--- src/rtl/bcd_time_loader_pkg.sv ---
// Shared types and limits for the BCD time loader: state encoding, digit width
// default and the per-field legality bounds.
package bcd_time_loader_pkg;

  localparam int DIGIT_W_DEF   = 5;
  localparam int HOURS_MAX_DEF = 23;
  localparam int MAX_TENS_MS   = 5;
  localparam int BCD_MAX       = 9;

  localparam logic [1:0] S_IDLE = 2'd0;
  localparam logic [1:0] S_CONV = 2'd1;
  localparam logic [1:0] S_DONE = 2'd2;

  typedef enum logic [1:0] {
    ST_IDLE = S_IDLE,
    ST_CONV = S_CONV,
    ST_DONE = S_DONE
  } state_t;

  // field_idx values, converted in this order
  localparam logic [1:0] IDX_H = 2'd0;
  localparam logic [1:0] IDX_M = 2'd1;
  localparam logic [1:0] IDX_S = 2'd2;

endpackage

--- src/rtl/bcd_time_loader_bcd_pair_to_bin.sv ---
// Combinational tens/ones BCD pair to binary converter with legality check
// against per-field tens and value limits.
module bcd_pair_to_bin
  import bcd_time_loader_pkg::*;
#(
  parameter int DIGIT_W = DIGIT_W_DEF
) (
  input  logic [DIGIT_W-1:0] i_tens,
  input  logic [DIGIT_W-1:0] i_ones,
  input  logic [DIGIT_W-1:0] i_max_tens,
  input  logic [6:0]         i_max_value,
  output logic [6:0]         o_value,
  output logic               o_invalid
);

  localparam int SUM_W = (DIGIT_W + 4 > 7) ? DIGIT_W + 4 : 7;

  logic [SUM_W-1:0] w_sum;

  // Full-width sum so the value limit is judged before truncation
  assign w_sum = (SUM_W'(i_tens) << 3) + (SUM_W'(i_tens) << 1) + SUM_W'(i_ones);

  assign o_value   = w_sum[6:0];
  assign o_invalid = (i_tens > DIGIT_W'(BCD_MAX)) ||
                     (i_ones > DIGIT_W'(BCD_MAX)) ||
                     (i_tens > i_max_tens)        ||
                     (w_sum  > SUM_W'(i_max_value));

endmodule

--- src/rtl/bcd_time_loader.sv ---
// Converts captured HH:MM:SS BCD digits to binary, one field per clock, and
// presents the result through a start/done/ack responder handshake.
module bcd_time_loader
  import bcd_time_loader_pkg::*;
#(
  parameter int DIGIT_W   = DIGIT_W_DEF,
  parameter int HOURS_MAX = HOURS_MAX_DEF
) (
  input  logic               sys_clk,
  input  logic               rst_n,
  input  logic               start,
  input  logic               ack,
  input  logic [DIGIT_W-1:0] hours_tens,
  input  logic [DIGIT_W-1:0] hours_ones,
  input  logic [DIGIT_W-1:0] minutes_tens,
  input  logic [DIGIT_W-1:0] minutes_ones,
  input  logic [DIGIT_W-1:0] seconds_tens,
  input  logic [DIGIT_W-1:0] seconds_ones,
  output logic               busy,
  output logic               done,
  output logic               error,
  output logic [5:0]         hours,
  output logic [6:0]         minutes,
  output logic [6:0]         seconds
);

  state_t r_state;
  state_t w_state_nxt;

  logic [1:0]         r_idx;
  logic               r_err;
  logic               r_error;
  logic [DIGIT_W-1:0] r_ht, r_ho, r_mt, r_mo, r_st, r_so;
  logic [5:0]         r_stage_h;
  logic [6:0]         r_stage_m;
  logic [5:0]         r_hours;
  logic [6:0]         r_minutes;
  logic [6:0]         r_seconds;

  logic [DIGIT_W-1:0] w_tens, w_ones, w_max_tens;
  logic [6:0]         w_max_value;
  logic [6:0]         w_value;
  logic               w_invalid;

  always_comb begin
    w_tens      = r_ht;
    w_ones      = r_ho;
    w_max_tens  = DIGIT_W'(BCD_MAX);
    w_max_value = 7'(HOURS_MAX);
    case (r_idx)
      IDX_M: begin
        w_tens      = r_mt;
        w_ones      = r_mo;
        w_max_tens  = DIGIT_W'(MAX_TENS_MS);
        w_max_value = 7'd59;
      end
      IDX_S: begin
        w_tens      = r_st;
        w_ones      = r_so;
        w_max_tens  = DIGIT_W'(MAX_TENS_MS);
        w_max_value = 7'd59;
      end
      default: ;
    endcase
  end

  bcd_pair_to_bin #(.DIGIT_W(DIGIT_W)) u_conv (
    .i_tens      (w_tens),
    .i_ones      (w_ones),
    .i_max_tens  (w_max_tens),
    .i_max_value (w_max_value),
    .o_value     (w_value),
    .o_invalid   (w_invalid)
  );

  always_ff @(posedge sys_clk or negedge rst_n) begin
    if (!rst_n) r_state <= ST_IDLE;
    else        r_state <= w_state_nxt;
  end

  always_comb begin
    w_state_nxt = r_state;
    case (r_state)
      ST_IDLE: if (start)          w_state_nxt = ST_CONV;
      ST_CONV: if (r_idx == IDX_S) w_state_nxt = ST_DONE;
      ST_DONE: if (ack)            w_state_nxt = ST_IDLE;
      default:                     w_state_nxt = ST_IDLE;
    endcase
  end

  always_ff @(posedge sys_clk or negedge rst_n) begin
    if (!rst_n) begin
      r_idx     <= IDX_H;
      r_err     <= 1'b0;
      r_error   <= 1'b0;
      r_ht      <= '0;
      r_ho      <= '0;
      r_mt      <= '0;
      r_mo      <= '0;
      r_st      <= '0;
      r_so      <= '0;
      r_stage_h <= '0;
      r_stage_m <= '0;
      r_hours   <= '0;
      r_minutes <= '0;
      r_seconds <= '0;
    end else begin
      case (r_state)
        ST_IDLE: begin
          if (start) begin
            r_ht  <= hours_tens;
            r_ho  <= hours_ones;
            r_mt  <= minutes_tens;
            r_mo  <= minutes_ones;
            r_st  <= seconds_tens;
            r_so  <= seconds_ones;
            r_idx <= IDX_H;
            r_err <= 1'b0;
          end
        end
        ST_CONV: begin
          r_err <= r_err | w_invalid;
          r_idx <= r_idx + 2'd1;
          case (r_idx)
            IDX_H: r_stage_h <= w_value[5:0];
            IDX_M: r_stage_m <= w_value;
            default: begin
              // Seconds come straight from the converter on the final edge
              r_idx <= IDX_H;
              if (r_err | w_invalid) begin
                r_error <= 1'b1;
              end else begin
                r_error   <= 1'b0;
                r_hours   <= r_stage_h;
                r_minutes <= r_stage_m;
                r_seconds <= w_value;
              end
            end
          endcase
        end
        ST_DONE: if (ack) r_error <= 1'b0;
        default: ;
      endcase
    end
  end

  assign busy    = (r_state != ST_IDLE);
  assign done    = (r_state == ST_DONE);
  assign error   = r_error;
  assign hours   = r_hours;
  assign minutes = r_minutes;
  assign seconds = r_seconds;

endmodule

--- config.mk ---
export PLATFORM = sky130hd
export DESIGN_NAME = bcd_time_loader
export DESIGN_NICKNAME = d
export VERILOG_FILES = /design/src/rtl/bcd_time_loader_pkg.sv /design/src/rtl/bcd_time_loader_bcd_pair_to_bin.sv /design/src/rtl/bcd_time_loader.sv
export SDC_FILE = /design/constraint.sdc
export NUM_CORES = 1
export LEC_CHECK = 0
export ABC_CLOCK_PERIOD_IN_PS = 5600
export CELL_PAD_IN_SITES_DETAIL_PLACEMENT = 1
export CELL_PAD_IN_SITES_GLOBAL_PLACEMENT = 1
export CORE_ASPECT_RATIO = 1.25
export CORE_MARGIN = 2
export CORE_UTILIZATION = 43
export DETAILED_ROUTE_END_ITERATION = 16
export PLACE_DENSITY = 0.85
export RECOVER_POWER = 100
export SKIP_LAST_GASP = 1
export SLEW_MARGIN = 20
export SYNTH_ARGS = -nofsm -noshare
export SYNTH_HDL_FRONTEND = slang
export SYNTH_SLANG_ARGS = --single-unit
--- constraint.sdc ---
create_clock -name sys_clk -period 5.6 [get_ports sys_clk]
set_input_delay 1.12 -clock sys_clk [delete_from_list [all_inputs] [get_ports sys_clk]]
set_output_delay 1.12 -clock sys_clk [all_outputs]
set_load 0.01 [all_outputs]
======== After elaboration in Yosys (flattened, before gate mapping) ========
Index checks and enable logic that the tools add are counted.
storage, ports and cells
  logic and storage cells ................. 67
  bits in registers ....................... 69
operators by class
  bitwise operators ....................... 3
  $lt $le $gt $ge ......................... 4
  equal/unequal tests ..................... 8
  add/subtract/negate cells ............... 3
  mux-type cells .......................... 17
  reduce and logical (&&, ||, !) cells .... 17
operators with widths
  cell                   number
  $pmux W5 S2            2
  $gt A5 B4 Y1 const B   2
  $mux W2                5
  $add A8 B6 Y9          1
  $add A9 B5 Y9          1
  $gt A9 B6 Y1           1
  $reduce_and A3 Y1      3
  $ne A2 B2 Y1 const B   4
  $reduce_and A2 Y1      4
  $mux W6                1
  $pmux W2 S3            1
  $reduce_bool A2 Y1     3
  $gt A5 B4 Y1           1
  $eq A2 B1 Y1 const B   2
  $eq A2 B2 Y1 const B   2
  $logic_not A2 Y1       2
  $mux W1                4
  $mux W4                1
  $pmux W1 S2            2
  $pmux W2 S2            1
  $reduce_or A2 Y1       2
  $logic_or A1 B1 Y1     3
  $add A2 B1 Y2 const B  1
  $not A1 Y1             2
  $or A1 B1 Y1           1

======== Depth between registers and ports, before layout ========
Gate-level depths: netlist of run 1.
  depth in word-level cells ............... 10
  depth in mapped cells ................... 20
  gate-level depth less buffers ........... 17

======== Cells and area by module ========
A second synthesis of run 1 with hierarchy kept.
second synthesis, totals
  cells, all modules ...................... 272
  area, all modules ....................... 3505.9 µm²
modules (own cells, without submodules)
  module           cells each  instances  area each (µm²)
  bcd_time_loader  206         1          2942.8
  bcd_pair_to_bin  66          1          563.0

======== Least setup slack after synthesis of run 1 ========
No wires, ideal clock.
  path kind ............................... register to register
  start point ............................. reg r_idx[0]
  end point ............................... reg r_minutes[0], in the netlist minutes[0]
  path buffers ............................ 3
  required time ........................... 5.475 ns
  period minus slack after synthesis ...... 4.306 ns
  setup time .............................. 0.125 ns
  data arrival time ....................... 4.180 ns
  setup slack ............................. 1.294 ns
  cell stages (with the launch flop) ...... 21
  cells stage by stage .................... dfrtp_1 -> inv_1 -> ha_1 -> buf_2 -> buf_2 -> nor2_1 -> o21bai_1 -> inv_1 -> fa_1 -> ha_1 -> a21o_1 -> a21oi_1 -> xor2_1 -> inv_1 -> ha_1 -> nand2_1 -> o32a_1 -> nor3_2 -> nand3_2 -> buf_6 -> mux2_4
on the way
  word-level cells in the longest chain between the ends .. 9
RTL lines
  element                                       line                                   RTL
  start, declared                               bcd_time_loader.sv:30                  logic [1:0] r_idx;
  start signal, assigned                        bcd_time_loader.sv:123                 r_idx <= r_idx + 2'd1;
  $eq A2 B2 Y1 or $eq A2 B1 Y1 (tied branches)  bcd_time_loader.sv:50                  case (r_idx)
  $pmux W5 S2                                   bcd_time_loader.sv:50
  $add A8 B6 Y9                                 bcd_time_loader_bcd_pair_to_bin.sv:21  assign w_sum = (SUM_W'(i_tens) << 3) + (SUM_W'(i_tens) << 1) + SUM_W'(i_ones);
  $add A9 B5 Y9 *                               bcd_time_loader_bcd_pair_to_bin.sv:21
  net u_conv.o_value[5]                         bcd_time_loader_bcd_pair_to_bin.sv:12  output logic [6:0] o_value,
  $gt A9 B6 Y1 *                                bcd_time_loader_bcd_pair_to_bin.sv:27  (w_sum > SUM_W'(i_max_value));
  $logic_or A1 B1 Y1 *                          bcd_time_loader_bcd_pair_to_bin.sv:26  (i_tens > i_max_tens) ||
  $or A1 B1 Y1 *                                bcd_time_loader.sv:130                 if (r_err | w_invalid) begin
  $not A1 Y1 (no line) *                        -
  $reduce_and A3 Y1 (no line) *                 -
  end signal, assigned                          bcd_time_loader.sv:135                 r_minutes <= r_stage_m;
  end, declared                                 bcd_time_loader.sv:37                  logic [6:0] r_minutes;
The timed path passes the listed nets; every way through them passes the cells marked *.
A chain may end at the register's enable or synchronous reset.

======== Worst setup path in the final report of run 1 ========
  start point ............................. reg r_idx[0]
  end point ............................... reg r_minutes[4], in the netlist minutes[4]
Same word-level chain as after synthesis.

==> run metrics, run 1 <==
Detailed Route Iter0 Violations=52; count of final setup violators=0; flops & latches, synth=69; Syn Std Cell Area=3340 um2; Cell variety after synth=41; first-pass GRT wire length=12.2 mm; commonest non-fill, non-tap cell in the layout=dfrtp_1; Synth Instances=254; fin crit share=85.9%; antenna violations before repair=0; Synth Net Count=307; CTS max path bufs=2; Worst Min Path Start=seconds[6]$_DFFE_PN0P_; slew of the pin with the lowest slew margin=3.59 ns; DR vias=2,176; Initial Utilization=44.9%; GRT overflow=0; WP data required=5.82 ns; Hold Vio Cnt, Final=0; Worst Skew=0.00632 ns; fin crit period=4.81 ns; RD Place Congestion=0.811; Crit Path Class=register to register; Warnings, synthesis=0; post-CTS setup repair buffer count=0; startpoint types=register; Max Freq=208 MHz; # DRC=0; Slew headroom=-139%; Wirelength per Cell=17.5 um; Post-synth EDFFs=0; clock tree root buffer cell=clkbuf_8; reg2reg start=r_idx[0]$_DFFE_PN0P_; Max Cap Viol=2; Die Y-Extent=103 um; worst r2r dst=minutes[4]$_DFFE_PN0P_; Clock Latency Late Sink=0.35 ns; hold buffer count at CTS=0; IO buf count=56; failing checks=capacitance limit, slew limit; die area=8500 um2; Synth Flop Type=dfrtp_1; Core Area=7440 um2; CTS Sinks=69; async set-reset flop share out of synthesis=100%; R2R cell count=18; syn avg cell area=13.2 um2; H-tree depth=3; CP Capture Type=register; Yosys top cell area share=51.6%; Num CTS Buffers=9; hold depth=1; end of the worst hold path=seconds[6]$_DFFE_PN0P_; largest net degree at the start of global routing=70; number of global-route vias before repair=2,522; unrepaired setup endpoints after global routing=false; Total Routed Length=7.21 mm; top cells by area in the synthesized netlist=dfrtp_1 (52%), mux2_2 (13%), mux2_4 (8.1%); Nets=368; Final Max Tran Viols=101; crit-path max FO=20; sequential share of the synthesized area=51.6%; clock transition at the registers of the reported paths=0.07 ns; final setup TNS=0 ns; share of layout cells above drive strength 1=19.7%; Synth area leader=dfrtp_1; GRT Total Usage=18.4%; DR vias/cell=5.28; area delta synth->final=23.2%; # diodes=0; # IOs=57; most frequent cells in the layout=dfrtp_1 (69), mux2_2 (38), clkdlybuf4s50_1 (30); post-CTS sizing=0; TritonCTS clock tree=built; Std-Cell Rows=35; Worst EP arrival=5.03 ns; post-route ant nets=0; Die Width=82.9 um; TritonRoute pass-1 iters=4; FF-to-FF setup slack=0.79 ns; Final HPWL DP=5.34 mm; status=finished, violations left; hold crit path type=register to register
## metal layers
metal	global-route usage, %	part of all wire [%]	up-vias
met5	0	0	-
met4	8.32	1.7	0
met3	3.84	2.9	11
met2	34.9	55	44
met1	19.8	40	1097
li1	-	-	1024
## cells by family after synthesis
| logic type | count (synthesis) | share of synthesized area, % |
|---|---|---|
| compound gates | 42 | 8.53 |
| xor+xnor | 4 | 1.05 |
| fa+ha+maj | 19 | 7.78 |
| buf+inv | 22 | 3.07 |
| flops | 69 | 51.6 |
| mux | 61 | 22.4 |
| simple gates | 37 | 5.57 |
## Yosys cell counts, types with 5 or more instances
cell type	n
nand2_1	13
dfrtp_1	69
inv_1	11
ha_1	16
mux2_2	38
mux2_4	18
a22o_1	7
a21oi_1	9
mux2i_1	5
nor2_1	11
o21ai_0	9
## layout make-up
class                      count  area [um2]
fill                         772        3320
timing repair buffer          60         578
clock inverter                 3        42.5
clock buffer                  13         169
multi-input combinational    163        1450
tap                           92         115
inverter                      12        45.0
sequential                    69        1730
## registers in the layout, summed over array words and instances (netlist names), 6 cells and up
| signal | count |
|---|---|
| minutes | 7 |
| r_stage_m | 7 |
| seconds | 7 |
| hours | 6 |
| r_stage_h | 6 |
## worst max-delay path, cell delays in order, from the launching register on
cell	delay (ns)
dfrtp_1	0.38
inv_1	0.09
ha_1	0.36
a22o_1	0.31
o21bai_1	0.20
inv_1	0.12
fa_1	0.54
ha_1	0.35
a21o_1	0.19
a21oi_1	0.17
xor2_1	0.22
inv_1	0.09
ha_1	0.30
nand2_1	0.05
o32a_1	0.34
nor3_1	0.27
nand3_2	0.10
buf_4	0.23
mux2_1	0.36
## how the worst max path moves through the flow
stage                               startpoint                      to  slack [ns]
after global placement    r_idx[0]$_DFFE_PN0P_  seconds[5]$_DFFE_PN0P_        1.13
after detailed placement  r_idx[0]$_DFFE_PN0P_  minutes[4]$_DFFE_PN0P_        0.86
final                     r_idx[0]$_DFFE_PN0P_  minutes[4]$_DFFE_PN0P_        0.79
after global routing      r_idx[0]$_DFFE_PN0P_    hours[2]$_DFFE_PN0P_        0.37
after CTS                 r_idx[0]$_DFFE_PN0P_  minutes[4]$_DFFE_PN0P_        0.85
after floorplan           r_idx[0]$_DFFE_PN0P_  minutes[0]$_DFFE_PN0P_        1.29
## through the flow
stage / std cells / hold WS (ns) / setup WS, ns / utilization, % / instance area, um2
floorplan: 254 / 0.446 / 1.29 / - / 3340
global placement: 396 / 0.462 / 1.13 / 53.6 / 3990
detailed placement: 396 / 0.483 / 0.860 / 53.6 / 3990
CTS: 412 / 0.501 / 0.853 / 56.4 / 4200
global route: 412 / 0.517 / 0.374 / 55.4 / 4120
finish: 412 / 0.482 / 0.792 / 55.4 / 4120
Power of run 1 is not shown: default switching activity piles up to over one toggle a cycle in this logic, so the estimate is an artifact.
==> run 2, diff against run 1 <==
Settings changed: GPL_TIMING_DRIVEN from default to 0.
==> run metrics, run 2 (synthesis gave the netlist of run 1 again) <==
Wirelength per Cell=18.2 um (was 17.5 um); unrepaired setup endpoints after global routing=false (unchanged); post-route ant nets=0 (unchanged); FILL cells=794 (was 772); Num CTS Buffers=9 (unchanged); status=finished, violations left (unchanged); Worst EP arrival=5.40 ns (was 5.03 ns); Total Routed Length=7.63 mm (was 7.21 mm); DR vias=2,246 (was 2,176); number of global-route vias before repair=2,669 (was 2,522); RD Place Congestion=0.872 (was 0.811); Die Width=82.9 um (unchanged); Final Max Tran Viols=72 (was 101); hold buffer count at CTS=0 (unchanged); commonest non-fill, non-tap cell in the layout=dfrtp_1 (unchanged); CTS max path bufs=2 (unchanged); slew of the pin with the lowest slew margin=2.04 ns (was 3.59 ns); antenna violations before repair=0 (unchanged); Nets=375 (was 368); clock tree root buffer cell=clkbuf_8 (unchanged); Clock Latency Late Sink=0.35 ns (about the same); Worst Skew=0.0101 ns (was 0.00632 ns); TritonRoute pass-1 iters=4 (unchanged); R2R cell count=19 (was 18); CP Capture Type=register (unchanged); # IOs=57 (unchanged); # diodes=0 (unchanged); Hold WS=0.497 ns (was 0.482 ns); # DRC=0 (unchanged); H-tree depth=3 (unchanged); crit-path max FO=10 (was 20); TritonCTS clock tree=built (unchanged); die area=8500 um2 (unchanged); largest net degree at the start of global routing=40 (was 70); IO buf count=56 (unchanged); GRT overflow=0 (unchanged); crit path cell chain=inv_1 > ha_1 > buf_2 > inv_1 > a221oi_1 > nor2_1 > fa_1 > ha_1 > a21o_1 > a21oi_1 > xor2_1 > inv_1 > ha_1 > nand2_1 > o32a_1 > nor3_1 > nand3_2 > buf_6 > mux2_1 (was inv_1 > ha_1 > a22o_1 > o21bai_1 > inv_1 > fa_1 > ha_1 > a21o_1 > a21oi_1 > xor2_1 > inv_1 > ha_1 > nand2_1 > o32a_1 > nor3_1 > nand3_2 > buf_4 > mux2_1); Top Family by Delay on Critical Path=adder cells (unchanged); Slew headroom=-35.9% (was -139%); Final HPWL DP=5.78 mm (was 5.34 mm); Core Area=7440 um2 (unchanged); share of layout cells above drive strength 1=21.1% (was 19.7%); worst setup margin=0.439 ns (was 0.792 ns); Worst path max stage delay=0.51 ns (was 0.54 ns); worst r2r dst=seconds[5]$_DFFE_PN0P_ (was minutes[4]$_DFFE_PN0P_); most frequent cells in the layout=dfrtp_1 (69), mux2_2 (38), clkdlybuf4s50_1 (30) (unchanged); Std-Cell Rows=35 (unchanged); reg2reg start=r_idx[1]$_DFFE_PN0P_ (was r_idx[0]$_DFFE_PN0P_); hold crit path type=register to register (unchanged); area delta synth->final=25.9% (was 23.2%); failing checks=capacitance limit, slew limit (unchanged); CTS Sinks=69 (unchanged); fin crit period=5.16 ns (was 4.81 ns); Worst Min Path Start=seconds[1]$_DFFE_PN0P_ (was seconds[6]$_DFFE_PN0P_); dpl ws=0.691 ns (was 0.860 ns); Hold Vio Cnt, Final=0 (unchanged); post-CTS setup repair buffer count=0 (unchanged); Max Freq=194 MHz (was 208 MHz); final setup TNS=0 ns (unchanged); post-CTS sizing=0 (unchanged); GRT Total Usage=19.8% (was 18.4%); startpoint types=register (unchanged); Crit-path slowest cell=fa_1 (unchanged); end of the worst hold path=seconds[1]$_DFFE_PN0P_ (was seconds[6]$_DFFE_PN0P_); hold depth=1 (unchanged); first-pass GRT wire length=13.1 mm (was 12.2 mm); Max Cap Viol=2 (unchanged); Crit Path Class=register to register (unchanged); fin crit share=92.2% (was 85.9%); Die Y-Extent=103 um (unchanged); Bufs and invs on worst path=5 (was 4); FF-to-FF setup slack=0.44 ns (was 0.79 ns); clock transition at the registers of the reported paths=0.08 ns (was 0.07 ns); Initial Utilization=44.9% (unchanged); Detailed Route Iter0 Violations=42 (was 52); WP data required=5.83 ns (was 5.82 ns); DR vias/cell=5.36 (was 5.28); count of final setup violators=0 (unchanged)
run 2: cell count changes in the layout (fill, tap and decap cells not counted), moves of 2 or more:
| cell | before | now |
|---|---|---|
| clkbuf_1 | 3 | 7 |
| buf_6 | 0 | 2 |
| mux2_4 | 0 | 5 |
| bufinv_16 | 1 | 3 |
| clkbuf_8 | 12 | 10 |
| mux2_1 | 18 | 13 |
| buf_2 | 1 | 3 |
| buf_4 | 2 | 0 |
run 2: metrics by stage:
step	instance area, um2	instances	util (%)
6_report	4210	419	56.6
5_1_grt	4210	419	56.6
4_1_cts	4290	419	57.6
3_5_place_dp	4040	403	54.2
3_3_place_gp	4020	402	54.0
2_1_floorplan	3340	254	-
run 2: worst max-delay path by stage:
stage / from / endpoint / depth (start not counted)
after floorplan: r_idx[0]$_DFFE_PN0P_ / minutes[0]$_DFFE_PN0P_ / 20
after global placement: r_idx[1]$_DFFE_PN0P_ / seconds[1]$_DFFE_PN0P_ / 19
after detailed placement: r_idx[0]$_DFFE_PN0P_ / seconds[5]$_DFFE_PN0P_ / 19
after CTS: r_idx[0]$_DFFE_PN0P_ / seconds[4]$_DFFE_PN0P_ / 19
after global routing: r_idx[1]$_DFFE_PN0P_ / seconds[2]$_DFFE_PN0P_ / 19
final: r_idx[1]$_DFFE_PN0P_ / seconds[5]$_DFFE_PN0P_ / 19
run 2: layout make-up:
| cell class | count | area, um2 | area share, % |
|---|---|---|---|
| inverter | 12 | 45.0 | 1.07 |
| tap | 92 | 115 | 2.73 |
| sequential | 69 | 1730 | 41.0 |
| timing repair buffer | 57 | 558 | 13.3 |
| clock buffer | 10 | 138 | 3.27 |
| clock inverter | 6 | 110 | 2.62 |
| multi-input combinational | 163 | 1460 | 34.7 |
| buffer | 10 | 56.3 | 1.34 |
run 2: layer usage:
metal  GRT usage, %  vias up  routed length (um)  share of wire [%]
li1               -     1037                   -                  -
met1           21.0     1134                2980                 39
met2           38.0       55                4210                 55
met3           3.28       20                 220                2.9
met4           9.96        0                 227                3.0
met5              0        -                   0                  0
Power of run 2 is left out for the same reason.
==> run 3, diff against run 2 <==
--- a/config.mk
+++ b/config.mk
@@ -8,2 +8,3 @@
 export ABC_CLOCK_PERIOD_IN_PS = 5600
+export CAP_MARGIN = 10
 export CELL_PAD_IN_SITES_DETAIL_PLACEMENT = 1
--- a/constraint.sdc
+++ b/constraint.sdc
@@ -3,2 +3,2 @@
 set_output_delay 1.12 -clock sys_clk [all_outputs]
-set_load 0.01 [all_outputs]
+set_load 0.005 [all_outputs]
==> results of run 3 <==
Same layout as run 2: the final DEF is identical, and so are final timing and power.
Power of run 3 is left out for the same reason.
